$ cat src/rtl/bcd_to_binary_pkg.sv
// Shared constants and types for the BCD-to-binary converter.
//   BCD_DIGITS  : default number of packed BCD input digits
//   BIN_W       : default binary result width (= number of shift steps)
//   CORR_THRESH : digit value at or above which a correction is applied
//   CORR_SUB    : amount subtracted from a digit needing correction
//   state_t     : sequencer state encoding
package bcd_to_binary_pkg;

    localparam int BCD_DIGITS = 10;
    localparam int BIN_W      = 32;

    localparam logic [3:0] CORR_THRESH = 4'd8;
    localparam logic [3:0] CORR_SUB    = 4'd3;

    typedef enum logic [1:0] {
        IDLE  = 2'd0,
        SHIFT = 2'd1,
        DONE  = 2'd2
    } state_t;

endpackage

$ cat src/rtl/bcd_to_binary_if.sv
// Handshake bundle between the decimal-entry producer, the converter and the
// consumer on the CPU side.
//   in_valid/in_ready/bcd              : request channel (producer -> converter)
//   out_valid/out_ready/bin/ovf/err_digit : result channel (converter -> consumer)
// Modports: slave = converter side, master = producer/consumer side.
interface bcd_to_binary_if #(
    parameter int DIGITS = bcd_to_binary_pkg::BCD_DIGITS,
    parameter int BIN_W  = bcd_to_binary_pkg::BIN_W
);
    logic                  in_valid;
    logic                  in_ready;
    logic [4*DIGITS-1:0]   bcd;
    logic                  out_valid;
    logic                  out_ready;
    logic [BIN_W-1:0]      bin;
    logic                  ovf;
    logic                  err_digit;

    modport slave (
        input  in_valid, bcd, out_ready,
        output in_ready, out_valid, bin, ovf, err_digit
    );

    modport master (
        output in_valid, bcd, out_ready,
        input  in_ready, out_valid, bin, ovf, err_digit
    );
endinterface

$ cat src/rtl/bcd_digit_correct.sv
// Per-digit correction for reverse double-dabble: a digit that is 8 or more
// after the right shift has 3 subtracted. Result is always >= 5, so it
// cannot underflow.
//   digit_in  : shifted BCD digit
//   digit_out : corrected digit
module bcd_digit_correct
    import bcd_to_binary_pkg::*;
(
    input  logic [3:0] digit_in,
    output logic [3:0] digit_out
);
    assign digit_out = (digit_in >= CORR_THRESH) ? (digit_in - CORR_SUB) : digit_in;
endmodule

$ cat src/rtl/bcd_to_binary.sv
// Sequential reverse double-dabble converter: packed BCD in, unsigned binary
// out, one shift-and-correct step per clock.
//   clk   : system clock, rising edge
//   rst_n : asynchronous active-low reset
//   bus   : handshake bundle (slave side), see bcd_to_binary_if
//
//   state | meaning
//   IDLE  | ready for a new request
//   SHIFT | shifting {bcd_reg, bin_reg} right and correcting digits
//   DONE  | result held on bus until out_ready
module bcd_to_binary #(
    parameter int DIGITS = bcd_to_binary_pkg::BCD_DIGITS,
    parameter int BIN_W  = bcd_to_binary_pkg::BIN_W
) (
    input  logic               clk,
    input  logic               rst_n,
    bcd_to_binary_if.slave     bus
);
    import bcd_to_binary_pkg::*;

    localparam int BCD_W = 4 * DIGITS;
    localparam int CNT_W = $clog2(BIN_W + 1);
    localparam logic [CNT_W-1:0] LAST_STEP = CNT_W'(BIN_W - 1);

    state_t             state;
    logic [BCD_W-1:0]   bcd_reg;
    logic [BIN_W-1:0]   bin_reg;
    logic [CNT_W-1:0]   cnt;

    logic               in_ready_q;
    logic               out_valid_q;
    logic [BIN_W-1:0]   bin_q;
    logic               ovf_q;
    logic               err_q;

    logic [BCD_W+BIN_W-1:0] shifted;
    logic [BCD_W-1:0]       bcd_shift;
    logic [BCD_W-1:0]       bcd_corr;
    logic [BIN_W-1:0]       bin_shift;
    logic                   digit_bad;

    assign shifted   = {bcd_reg, bin_reg} >> 1;
    assign bcd_shift = shifted[BCD_W+BIN_W-1:BIN_W];
    assign bin_shift = shifted[BIN_W-1:0];

    for (genvar g = 0; g < DIGITS; g++) begin : g_corr
        bcd_digit_correct u_corr (
            .digit_in  (bcd_shift[4*g +: 4]),
            .digit_out (bcd_corr[4*g +: 4])
        );
    end

    always_comb begin
        digit_bad = 1'b0;
        for (int i = 0; i < DIGITS; i++) begin
            if (bus.bcd[4*i +: 4] > 4'd9) begin
                digit_bad = 1'b1;
            end
        end
    end

    always_ff @(posedge clk or negedge rst_n) begin
        if (!rst_n) begin
            state       <= IDLE;
            bcd_reg     <= '0;
            bin_reg     <= '0;
            cnt         <= '0;
            in_ready_q  <= 1'b1;
            out_valid_q <= 1'b0;
            bin_q       <= '0;
            ovf_q       <= 1'b0;
            err_q       <= 1'b0;
        end else begin
            case (state)
                IDLE: begin
                    if (bus.in_valid && in_ready_q) begin
                        in_ready_q <= 1'b0;
                        if (digit_bad) begin
                            // Malformed input: report immediately, skip shifting.
                            state       <= DONE;
                            out_valid_q <= 1'b1;
                            bin_q       <= '0;
                            ovf_q       <= 1'b0;
                            err_q       <= 1'b1;
                        end else begin
                            state   <= SHIFT;
                            bcd_reg <= bus.bcd;
                            bin_reg <= '0;
                            cnt     <= '0;
                        end
                    end
                end
                SHIFT: begin
                    bcd_reg <= bcd_corr;
                    bin_reg <= bin_shift;
                    cnt     <= cnt + 1'b1;
                    if (cnt == LAST_STEP) begin
                        // Anything left in the BCD register is value above 2^BIN_W.
                        state       <= DONE;
                        out_valid_q <= 1'b1;
                        bin_q       <= bin_shift;
                        ovf_q       <= |bcd_corr;
                        err_q       <= 1'b0;
                    end
                end
                DONE: begin
                    if (bus.out_ready) begin
                        state       <= IDLE;
                        out_valid_q <= 1'b0;
                        in_ready_q  <= 1'b1;
                    end
                end
                default: begin
                    state       <= IDLE;
                    out_valid_q <= 1'b0;
                    in_ready_q  <= 1'b1;
                end
            endcase
        end
    end

    assign bus.in_ready  = in_ready_q;
    assign bus.out_valid = out_valid_q;
    assign bus.bin       = bin_q;
    assign bus.ovf       = ovf_q;
    assign bus.err_digit = err_q;

endmodule
$ cat src/flat_wrapper.sv
// flat-port wrapper written by rule: the top's interface ports become plain ports
module bcd_to_binary_flat import bcd_to_binary_pkg::*;
#(
    parameter int DIGITS = bcd_to_binary_pkg::BCD_DIGITS,
    parameter int BIN_W  = bcd_to_binary_pkg::BIN_W
)
  (clk, rst_n, bus_in_valid, bus_bcd, bus_out_ready, bus_in_ready, bus_out_valid, bus_bin, bus_ovf, bus_err_digit);
  bcd_to_binary_if #(.DIGITS(DIGITS), .BIN_W(BIN_W)) bus_i ();
  input  logic clk;
  input  logic rst_n;
  input wire logic [$bits(bus_i.in_valid)-1:0] bus_in_valid;
  input wire logic [$bits(bus_i.bcd)-1:0] bus_bcd;
  input wire logic [$bits(bus_i.out_ready)-1:0] bus_out_ready;
  output wire logic [$bits(bus_i.in_ready)-1:0] bus_in_ready;
  output wire logic [$bits(bus_i.out_valid)-1:0] bus_out_valid;
  output wire logic [$bits(bus_i.bin)-1:0] bus_bin;
  output wire logic [$bits(bus_i.ovf)-1:0] bus_ovf;
  output wire logic [$bits(bus_i.err_digit)-1:0] bus_err_digit;
  assign bus_i.in_valid = bus_in_valid;
  assign bus_i.bcd = bus_bcd;
  assign bus_i.out_ready = bus_out_ready;
  assign bus_in_ready = bus_i.in_ready;
  assign bus_out_valid = bus_i.out_valid;
  assign bus_bin = bus_i.bin;
  assign bus_ovf = bus_i.ovf;
  assign bus_err_digit = bus_i.err_digit;
  bcd_to_binary #(.DIGITS(DIGITS), .BIN_W(BIN_W)) u_core (.clk(clk), .rst_n(rst_n), .bus(bus_i));
endmodule
$ cat config.mk
export PLATFORM = sky130hd
export DESIGN_NAME = bcd_to_binary_flat
export DESIGN_NICKNAME = d
export VERILOG_FILES = /design/src/rtl/bcd_to_binary_pkg.sv /design/src/rtl/bcd_to_binary_if.sv /design/src/rtl/bcd_digit_correct.sv /design/src/rtl/bcd_to_binary.sv /design/src/flat_wrapper.sv
export SDC_FILE = /design/constraint.sdc
export NUM_CORES = 1
export LEC_CHECK = 0
export ABC_AREA = 1
export BUFFER_PORTS_ARGS = -buffer_cell sky130_fd_sc_hd__buf_2
export CORE_AREA = 2 2 106 108
export DETAILED_ROUTE_END_ITERATION = 16
export DIE_AREA = 0 0 108 110
export HOLD_SLACK_MARGIN = 0.1
export PLACE_DENSITY = 0.73
export SYNTH_ARGS = -nofsm -noshare
export SYNTH_HDL_FRONTEND = slang
export SYNTH_SLANG_ARGS = --single-unit
$ cat constraint.sdc
create_clock -name clk -period 3.6 [get_ports clk]
set_input_delay 0.36 -clock clk [delete_from_list [all_inputs] [get_ports clk]]
set_output_delay 0.36 -clock clk [all_outputs]
set_load 0.05 [all_outputs]
==> impl_metrics.prom, run 1 <==
# TYPE chip_impl_metric gauge
chip_impl_info{name="outcome",value="finished clean"} 1
chip_impl_info{name="critical_path.reg2reg.endpoint",value="u_core.bcd_reg[25]$_DFFE_PN0P_"} 1
chip_impl_metric{name="synth_fp_nets",unit=""} 802
chip_impl_info{name="crit_path_top_delay_cell",value="nand2_4"} 1
chip_impl_metric{name="die_height",unit="µm"} 110
chip_impl_metric{name="totalWireLength",unit="mm"} 13.0
chip_impl_metric{name="tritoncts.num_buffers",unit=""} 17
chip_impl_info{name="crit_path_start_kind",value="flop"} 1
chip_impl_metric{name="drt-vias-per-instance",unit=""} 5.11
chip_impl_metric{name="wl_per_cell",unit="µm"} 13.5
chip_impl_metric{name="power.static_leakage",unit="nW"} 3.54
chip_impl_metric{name="drv_slew",unit=""} 0
chip_impl_info{name="timing.critical_path.max_delay_family",value="simple AND/OR/NAND/NOR gates"} 1
chip_impl_metric{name="fin_area",unit="µm²"} 6790
chip_impl_metric{name="slew_headroom",unit="%"} 25.5
chip_impl_metric{name="critPathMaxStageDelay",unit="ns"} 0.61
chip_impl_metric{name="route.vias.total",unit=""} 4923
chip_impl_metric{name="die_area",unit="µm²"} 11900
chip_impl_metric{name="seq_cells_post_synth",unit=""} 115
chip_impl_metric{name="design_power_total",unit="W"} 0.00540
chip_impl_metric{name="routabilityCongestion",unit=""} 0.815
chip_impl_metric{name="largest_net_degree_at_the_start_of_global_routing",unit=""} 117
chip_impl_metric{name="start_util",unit="%"} 54.2
chip_impl_metric{name="timing.final.crit_period",unit="ns"} 2.19
chip_impl_info{name="path_cells",value="inv_1, o21ai_2, inv_1, nor2_1, nand2_4, o21ai_0"} 1
chip_impl_metric{name="internal",unit="W"} 0.00328
chip_impl_metric{name="hold_path_depth",unit=""} 3
chip_impl_metric{name="drt_iter0_markers",unit=""} 445
chip_impl_metric{name="final_core_util",unit="%"} 63.5
chip_impl_metric{name="post_route_cells_drive_above_1_share",unit="%"} 15.3
chip_impl_info{name="holdCritPathClass",value="in2reg"} 1
chip_impl_metric{name="gr-total-overflow",unit=""} 0
chip_impl_metric{name="reg2reg_setup_slack",unit="ns"} 1.41
chip_impl_info{name="clock_tree_from_tritoncts",value="built"} 1
chip_impl_metric{name="io-pin-count",unit=""} 80
chip_impl_metric{name="fp.coreArea",unit="µm²"} 10700
chip_impl_metric{name="synth_compound_gate_area_share",unit="%"} 11.8
chip_impl_metric{name="number_of_placed_instances_with_taps_included",unit=""} 930
chip_impl_metric{name="clock_path_buffers",unit=""} 2
chip_impl_info{name="end_of_the_critical_path",value="u_core.bcd_reg[25]$_DFFE_PN0P_"} 1
chip_impl_metric{name="clock_power_share",unit="%"} 29.5
chip_impl_info{name="worst_path_most_repeated_cell",value="inv_1"} 1
chip_impl_metric{name="synth_simple_gate_area_share",unit="%"} 26.1
chip_impl_metric{name="worst_slew_pin_slew",unit="ns"} 1.12
chip_impl_metric{name="yosys.cell_types.count",unit=""} 27
chip_impl_metric{name="switching_power",unit="W"} 0.00212
chip_impl_metric{name="netlist_instances",unit=""} 739
chip_impl_metric{name="mappedNetlistArea",unit="µm²"} 5790
chip_impl_metric{name="post_synth_fa_ha_maj_area_fraction",unit="%"} 4.10
chip_impl_metric{name="critPathArrivalTime",unit="ns"} 2.59
chip_impl_info{name="cts_root_buffer",value="clkbuf_8"} 1
chip_impl_metric{name="drt_pass1_iterations",unit=""} 5
chip_impl_metric{name="antenna_cells",unit=""} 0
chip_impl_metric{name="cts.sink_count",unit=""} 115
chip_impl_metric{name="fp-row-count",unit=""} 38
chip_impl_metric{name="clk-insertion-delay-late",unit="ns"} 0.51
chip_impl_info{name="timing.rr.start",value="u_core.bus.in_ready$_DFFE_PN1P_"} 1
chip_impl_metric{name="first_global_vias",unit=""} 4686
chip_impl_metric{name="final_nets",unit=""} 874
chip_impl_metric{name="ir_worst_vdd",unit="µV"} 517
chip_impl_metric{name="timing.critical_path.buf_inv",unit=""} 2
chip_impl_metric{name="final.setup.tns",unit="ns"} 0
chip_impl_info{name="combinational_family_with_the_most_area_after_synthesis",value="simple AND/OR/NAND/NOR gates"} 1
chip_impl_metric{name="finalSetupViolCount",unit=""} 0
chip_impl_metric{name="combinationalPowerShare",unit="%"} 30.3
chip_impl_metric{name="ant_nets",unit=""} 0
chip_impl_metric{name="place.port_buffers",unit=""} 79
chip_impl_metric{name="pwr_density_cell",unit="nW/µm²"} 795
chip_impl_metric{name="sequentialPowerShare",unit="%"} 40.2
chip_impl_info{name="crit_start",value="u_core.bus.in_ready$_DFFE_PN1P_"} 1
chip_impl_metric{name="floorplan.die.width",unit="µm"} 108
chip_impl_metric{name="fin_skew",unit="ns"} 0.00610
chip_impl_metric{name="post_synth_mux_area_share",unit="%"} 0.864
chip_impl_metric{name="synth-xor-area-share",unit="%"} 0.605
chip_impl_metric{name="cts.htree.levels",unit=""} 4
chip_impl_metric{name="grt_pass1_wl",unit="mm"} 21.9
chip_impl_metric{name="period_share",unit="%"} 60.9
chip_impl_metric{name="maxClockFrequency",unit="MHz"} 456
chip_impl_metric{name="worst_setup_hold_path_clk_slew",unit="ns"} 0.06
chip_impl_metric{name="dpl.hpwl",unit="mm"} 8.58
chip_impl_metric{name="critical_path_required",unit="ns"} 4.00
chip_impl_metric{name="antenna_found_initial",unit=""} 0
chip_impl_metric{name="postSynthAreaPerCell",unit="µm²"} 7.84
chip_impl_metric{name="instances_no_fill",unit=""} 964
chip_impl_info{name="grt_setup_unrepaired",value="no"} 1
chip_impl_metric{name="placed_cell_area",unit="µm²"} 6200
chip_impl_metric{name="critical_path_depth",unit=""} 6
chip_impl_info{name="worstSetupPathType",value="reg2reg"} 1
chip_impl_metric{name="path_max_fanout",unit=""} 116
chip_impl_info{name="critPathCaptureType",value="flop"} 1
chip_impl_metric{name="seq_area_frac_synth",unit="%"} 49.7
chip_impl_metric{name="rr_worst_depth",unit=""} 6
chip_impl_metric{name="gr-usage-all-layers",unit="%"} 23.5
chip_impl_metric{name="syn2layout_area_growth",unit="%"} 17.2
chip_impl_metric{name="power.switching_fraction",unit="%"} 39.2
chip_impl_metric{name="fillers",unit=""} 889
chip_impl_metric{name="drc",unit=""} 0
chip_impl_metric{name="ys_warn_count",unit=""} 0
chip_impl_metric{name="max_cap_violations",unit=""} 0
chip_impl_metric{name="report.final.hold_viol_count",unit=""} 0
chip_impl_metric{name="largest_register_ff_count",unit=""} 40
[power groups by stage]
stage | combinational, W | clock (W) | sequential, W
5_1_grt | 0.00191 | 0.00167 | 0.00224
4_1_cts | 0.00165 | 0.00161 | 0.00216
3_3_place_gp | 0.00156 | 0 | 0.00215
2_1_floorplan | 0.00126 | 0 | 0.00215
3_5_place_dp | 0.00163 | 0 | 0.00217
6_report | 0.00164 | 0.00159 | 0.00217
[tightest hold or removal path, delay by kind of cell]
| kind | cells | cell delay (ns) |
|---|---|---|
| mux | 1 | 0.05 |
| compound gates | 1 | 0.14 |
| buf+inv | 1 | 0.09 |
[what timing repair did]
| action | in CTS | in global routing |
|---|---|---|
| hold buffers | 2 | 0 |
| endpoints found under the hold margin | 76 | 0 |
| setup buffers | 0 | 0 |
| gates resized for setup | 0 | 0 |
[cells by family after synthesis]
kind of cell / after synthesis
DFF: 115
AOI/OAI and AO/OA: 130
xor gates and xnor gates: 4
and+or+nand+nor: 383
muxes: 5
adders and majority gates: 19
buffers and inverters: 83
[synthesized netlist by cell type]
cell type,number,share of area (%)
dfrtp_1,114,49
buf_6,9,1.7
a21oi_1,2,0.17
nand2_1,298,19
buf_2,14,1.2
nor2_1,36,2.3
nor3_1,2,0.17
nor2_2,1,0.11
xor2_1,2,0.30
inv_1,51,3.3
o211ai_1,1,0.13
or2_2,2,0.22
o21ai_1,12,1.0
o21bai_1,4,0.52
nand2_2,1,0.11
nand4_1,4,0.43
o21ai_0,105,9.1
xnor2_1,2,0.30
and2_1,1,0.11
ha_1,19,4.1
nand3_1,37,3.2
and3_1,1,0.11
mux2i_1,5,0.86
o22ai_1,1,0.11
o21ai_2,5,0.76
clkbuf_1,9,0.58
dfstp_2,1,0.45
[how the worst min path moves through the flow]
| stage | start | end | slack (ns) |
|---|---|---|---|
| after detailed placement | u_core.bin_reg[21]$_DFFE_PN0P_ | u_core.bin_reg[21]$_DFFE_PN0P_ | 0.46 |
| after floorplan | rst_n | u_core.bcd_reg[0]$_DFFE_PN0P_ | 0.06 |
| after global placement | u_core.bin_reg[2]$_DFFE_PN0P_ | u_core.bin_reg[2]$_DFFE_PN0P_ | 0.45 |
| after global routing | bus_bcd[38] | u_core.bcd_reg[38]$_DFFE_PN0P_ | 0.17 |
| after CTS | bus_bcd[31] | u_core.bcd_reg[31]$_DFFE_PN0P_ | 0.15 |
| final | bus_bcd[31] | u_core.bcd_reg[31]$_DFFE_PN0P_ | 0.16 |
[metal layers]
metal  GRT usage [%]  share of wire, %
met5               0                 0
met4            7.97               1.2
met3            5.11               4.4
met2            39.7                48
met1            30.3                46
[cells in the final DEF, fill, tap and decap left out, types with 3 or more instances in the layout]
master | synthesis | final
buf_2 | 14 | 78
buf_4 | 0 | 5
clkbuf_16 | 0 | 16
clkbuf_8 | 0 | 3
clkinv_4 | 0 | 3
clkinvlp_4 | 0 | 5
dfrtp_1 | 114 | 114
ha_1 | 19 | 19
inv_1 | 51 | 51
inv_6 | 0 | 3
mux2i_1 | 5 | 5
nand2_1 | 298 | 297
nand3_1 | 37 | 37
nand4_1 | 4 | 4
nor2_1 | 36 | 36
o21ai_0 | 105 | 105
o21ai_1 | 12 | 12
o21ai_2 | 5 | 5
o21bai_1 | 4 | 4
[per-stage QoR]
| stage | hold slack, ns | setup WS (ns) |
|---|---|---|
| final | 0.161 | 1.41 |
| after global routing | 0.167 | 1.12 |
| after CTS | 0.152 | 1.39 |
| after detailed placement | 0.458 | 1.13 |
| after global placement | 0.454 | 1.25 |
| after floorplan | 0.0644 | 1.86 |
[cell type report]
type / count / area, µm² / area share [%]
clock buffers: 19 / 442 / 6.50
clock inverters: 13 / 125 / 1.84
inverters: 51 / 191 / 2.82
multi-input cells: 541 / 2530 / 37.3
flip-flops and latches: 115 / 2880 / 42.4
well taps: 140 / 175 / 2.58
repair buffers: 85 / 448 / 6.60
Power figures use the tool's default switching activity.
==> inputs of run 2 (changes only) <==
clock period = 2.13 ns   (was 3.6 ns; I/O delays follow)
==> run 2 against run 1 <==
Net effect: count of clock-buffer cells in the layout fell by 2; critical path depth increased by 4; setup slack worse by 1.2 ns; critical endpoint is now u_core.bus.bin[27]$_DFFE_PN0P_; highest routed layer unchanged.
==> impl_metrics.prom, run 2 (same netlist as run 1, synthesis figures left out) <==
# TYPE chip_impl_metric gauge
chip_impl_metric{name="worst_setup_hold_path_clk_slew",unit="ns"} 0.06
chip_impl_info{name="worstSetupPathType",value="in2reg"} 1
chip_impl_metric{name="grt_pass1_wl",unit="mm"} 23.4
chip_impl_metric{name="final.setup.tns",unit="ns"} 0
chip_impl_metric{name="drt_pass1_iterations",unit=""} 5
chip_impl_metric{name="clock_path_buffers",unit=""} 2
chip_impl_metric{name="route.vias.total",unit=""} 5214
chip_impl_metric{name="clk-insertion-delay-late",unit="ns"} 0.52
chip_impl_metric{name="io-pin-count",unit=""} 80
chip_impl_metric{name="drv_slew",unit=""} 0
chip_impl_metric{name="fin_area",unit="µm²"} 7310
chip_impl_metric{name="path_max_fanout",unit=""} 33
chip_impl_metric{name="totalWireLength",unit="mm"} 14.1
chip_impl_info{name="outcome",value="finished clean"} 1
chip_impl_metric{name="drt-vias-per-instance",unit=""} 5.16
chip_impl_metric{name="drc",unit=""} 0
chip_impl_metric{name="largest_register_ff_count",unit=""} 40
chip_impl_metric{name="tritoncts.num_buffers",unit=""} 17
chip_impl_metric{name="antenna_cells",unit=""} 0
chip_impl_metric{name="die_area",unit="µm²"} 11900
chip_impl_metric{name="gr-total-overflow",unit=""} 0
chip_impl_info{name="commonest_cells_after_routing_fill_and_taps_aside",value="nand2_1, dfrtp_1, o21ai_0, buf_2, inv_1"} 1
chip_impl_metric{name="fin_skew",unit="ns"} 0.00658
chip_impl_info{name="crit_path_top_delay_cell",value="dlygate4sd3_1"} 1
chip_impl_metric{name="max_cap_violations",unit=""} 0
chip_impl_metric{name="reg2reg_setup_slack",unit="ns"} 0.32
chip_impl_metric{name="cts.htree.levels",unit=""} 4
chip_impl_metric{name="floorplan.die.width",unit="µm"} 108
chip_impl_metric{name="finalSetupViolCount",unit=""} 0
chip_impl_info{name="cts_root_buffer",value="clkbuf_8"} 1
chip_impl_metric{name="syn2layout_area_growth",unit="%"} 26.2
chip_impl_metric{name="worst_slew_pin_slew",unit="ns"} 0.596
chip_impl_info{name="path_cells",value="dlygate4sd3_1, buf_2, o21ai_0, nand2_1, nor2_1, nand4_1, nand2_2, buf_12, nand2_1, o21ai_0"} 1
chip_impl_metric{name="final.hold.worst_slack",unit="ns"} 0.113
chip_impl_metric{name="register_area",unit="µm²"} 2880
chip_impl_metric{name="ant_nets",unit=""} 0
chip_impl_metric{name="slew_headroom",unit="%"} 60.2
chip_impl_metric{name="drt_iter0_markers",unit=""} 390
chip_impl_metric{name="dpl.hpwl",unit="mm"} 9.42
chip_impl_metric{name="place.port_buffers",unit=""} 79
chip_impl_metric{name="fp.coreArea",unit="µm²"} 10700
chip_impl_metric{name="critPathArrivalTime",unit="ns"} 2.30
chip_impl_metric{name="final_core_util",unit="%"} 68.4
chip_impl_metric{name="routabilityCongestion",unit=""} 0.858
chip_impl_metric{name="critPathMaxStageDelay",unit="ns"} 0.54
chip_impl_metric{name="critical_path_required",unit="ns"} 2.56
chip_impl_metric{name="period_share",unit="%"} 88.1
chip_impl_info{name="grt_setup_unrepaired",value="no"} 1
chip_impl_metric{name="final_nets",unit=""} 920
chip_impl_metric{name="placed_cell_area",unit="µm²"} 6300
chip_impl_metric{name="gr-usage-all-layers",unit="%"} 25.6
chip_impl_metric{name="first_global_vias",unit=""} 5086
chip_impl_metric{name="wl_per_cell",unit="µm"} 13.9
chip_impl_metric{name="start_util",unit="%"} 54.2
chip_impl_metric{name="power.static_leakage",unit="nW"} 3.77
chip_impl_metric{name="cts.sink_count",unit=""} 115
chip_impl_metric{name="antenna_found_initial",unit=""} 0
chip_impl_metric{name="die_height",unit="µm"} 110
chip_impl_metric{name="fp-row-count",unit=""} 38
chip_impl_info{name="clock_tree_from_tritoncts",value="built"} 1
chip_impl_metric{name="pwr_density_cell",unit="nW/µm²"} 1300
chip_impl_metric{name="maxClockFrequency",unit="MHz"} 533
chip_impl_metric{name="post_route_cells_drive_above_1_share",unit="%"} 15.2
chip_impl_metric{name="fillers",unit=""} 841
chip_impl_metric{name="pre_cts_slack",unit="ns"} 0.279
chip_impl_metric{name="report.final.hold_viol_count",unit=""} 0
chip_impl_metric{name="largest_net_degree_at_the_start_of_global_routing",unit=""} 85
chip_impl_info{name="mostFrequentLayoutCell",value="nand2_1"} 1
chip_impl_info{name="holdCritPathClass",value="in2reg"} 1
chip_impl_metric{name="timing.final.crit_period",unit="ns"} 1.88
chip_impl_metric{name="ir_worst_vdd",unit="µV"} 700
chip_impl_info{name="critPathCaptureType",value="flop"} 1
chip_impl_metric{name="area_of_the_multi_input_gates",unit="µm²"} 2530
chip_impl_metric{name="layout_setup_ws",unit="ns"} 0.253
chip_impl_info{name="crit_path_start_kind",value="input pin"} 1
-- run 2: cell types whose count changed in the layout (fill, tap and decap cells not counted) --
cell / previous run / this run
clkinv_2: 1 / 3
clkinv_4: 3 / 2
bufinv_16: 1 / 3
inv_6: 3 / 4
buf_4: 5 / 7
dlygate4sd3_1: 2 / 42
buf_12: 0 / 4
clkinvlp_4: 5 / 3
clkbuf_8: 3 / 1
-- run 2: worst paths after layout --
check                                               start                             end  cells past startpoint
setup reg to reg                u_core.cnt[0]$_DFFE_PN0P_  u_core.bus.bin[14]$_DFFE_PN0P_                      9
setup / recovery                              bus_bcd[10]  u_core.bus.bin[27]$_DFFE_PN0P_                     10
min in group asynchronous                           rst_n  u_core.bcd_reg[37]$_DFFE_PN0P_                      2
max in group asynchronous                           rst_n  u_core.bin_reg[21]$_DFFE_PN0P_                      3
hold / removal                               bus_in_valid  u_core.bcd_reg[39]$_DFFE_PN0P_                      5
hold reg to reg            u_core.bin_reg[11]$_DFFE_PN0P_  u_core.bin_reg[11]$_DFFE_PN0P_                      2
-- run 2: final cells by class --
| class | instances | area share, % |
|---|---|---|
| Sequential cell | 115 | 39.4 |
| Inverter | 51 | 2.62 |
| Clock inverter | 15 | 2.46 |
| Multi-Input combinational cell | 541 | 34.6 |
| Tap cell | 140 | 2.40 |
| Clock buffer | 17 | 5.66 |
| Timing Repair Buffer | 131 | 12.9 |
-- run 2: layer usage --
layer / global-route usage (%) / wire [µm]
met1: 31.1 / 5860
met2: 44.6 / 7180
met3: 6.00 / 791
met4: 9.34 / 231
met5: 0 / 0
-- run 2: per-stage QoR --
step,power (W),std cells
final,0.00947,1010
after global routing,0.0102,1010
after CTS,0.00953,1010
after detailed placement,0.00655,936
after global placement,0.00637,936
after floorplan,0.00577,739
-- run 2: critical path: cells and delay by family --
| family | cells | cell delay (ns) |
|---|---|---|
| AO/OA/AOI/OAI | 2 | 0.37 |
| buffers and inverters | 3 | 0.87 |
| AND/OR/NAND/NOR | 5 | 0.85 |
-- run 2: repair_timing --
item | 4_1_cts | 5_1_grt
resized for setup | 0 | 0
hold buffers | 42 | 0
setup buffers | 0 | 0
endpoints found under the hold margin | 84 | 0
-- run 2: where the power goes --
part           total, W  internal (W)  switching (W)  leakage [nW]
combinational   0.00295       0.00110        0.00185          2.03
clock           0.00285       0.00179        0.00106         0.285
sequential      0.00367       0.00296       0.000709          1.45
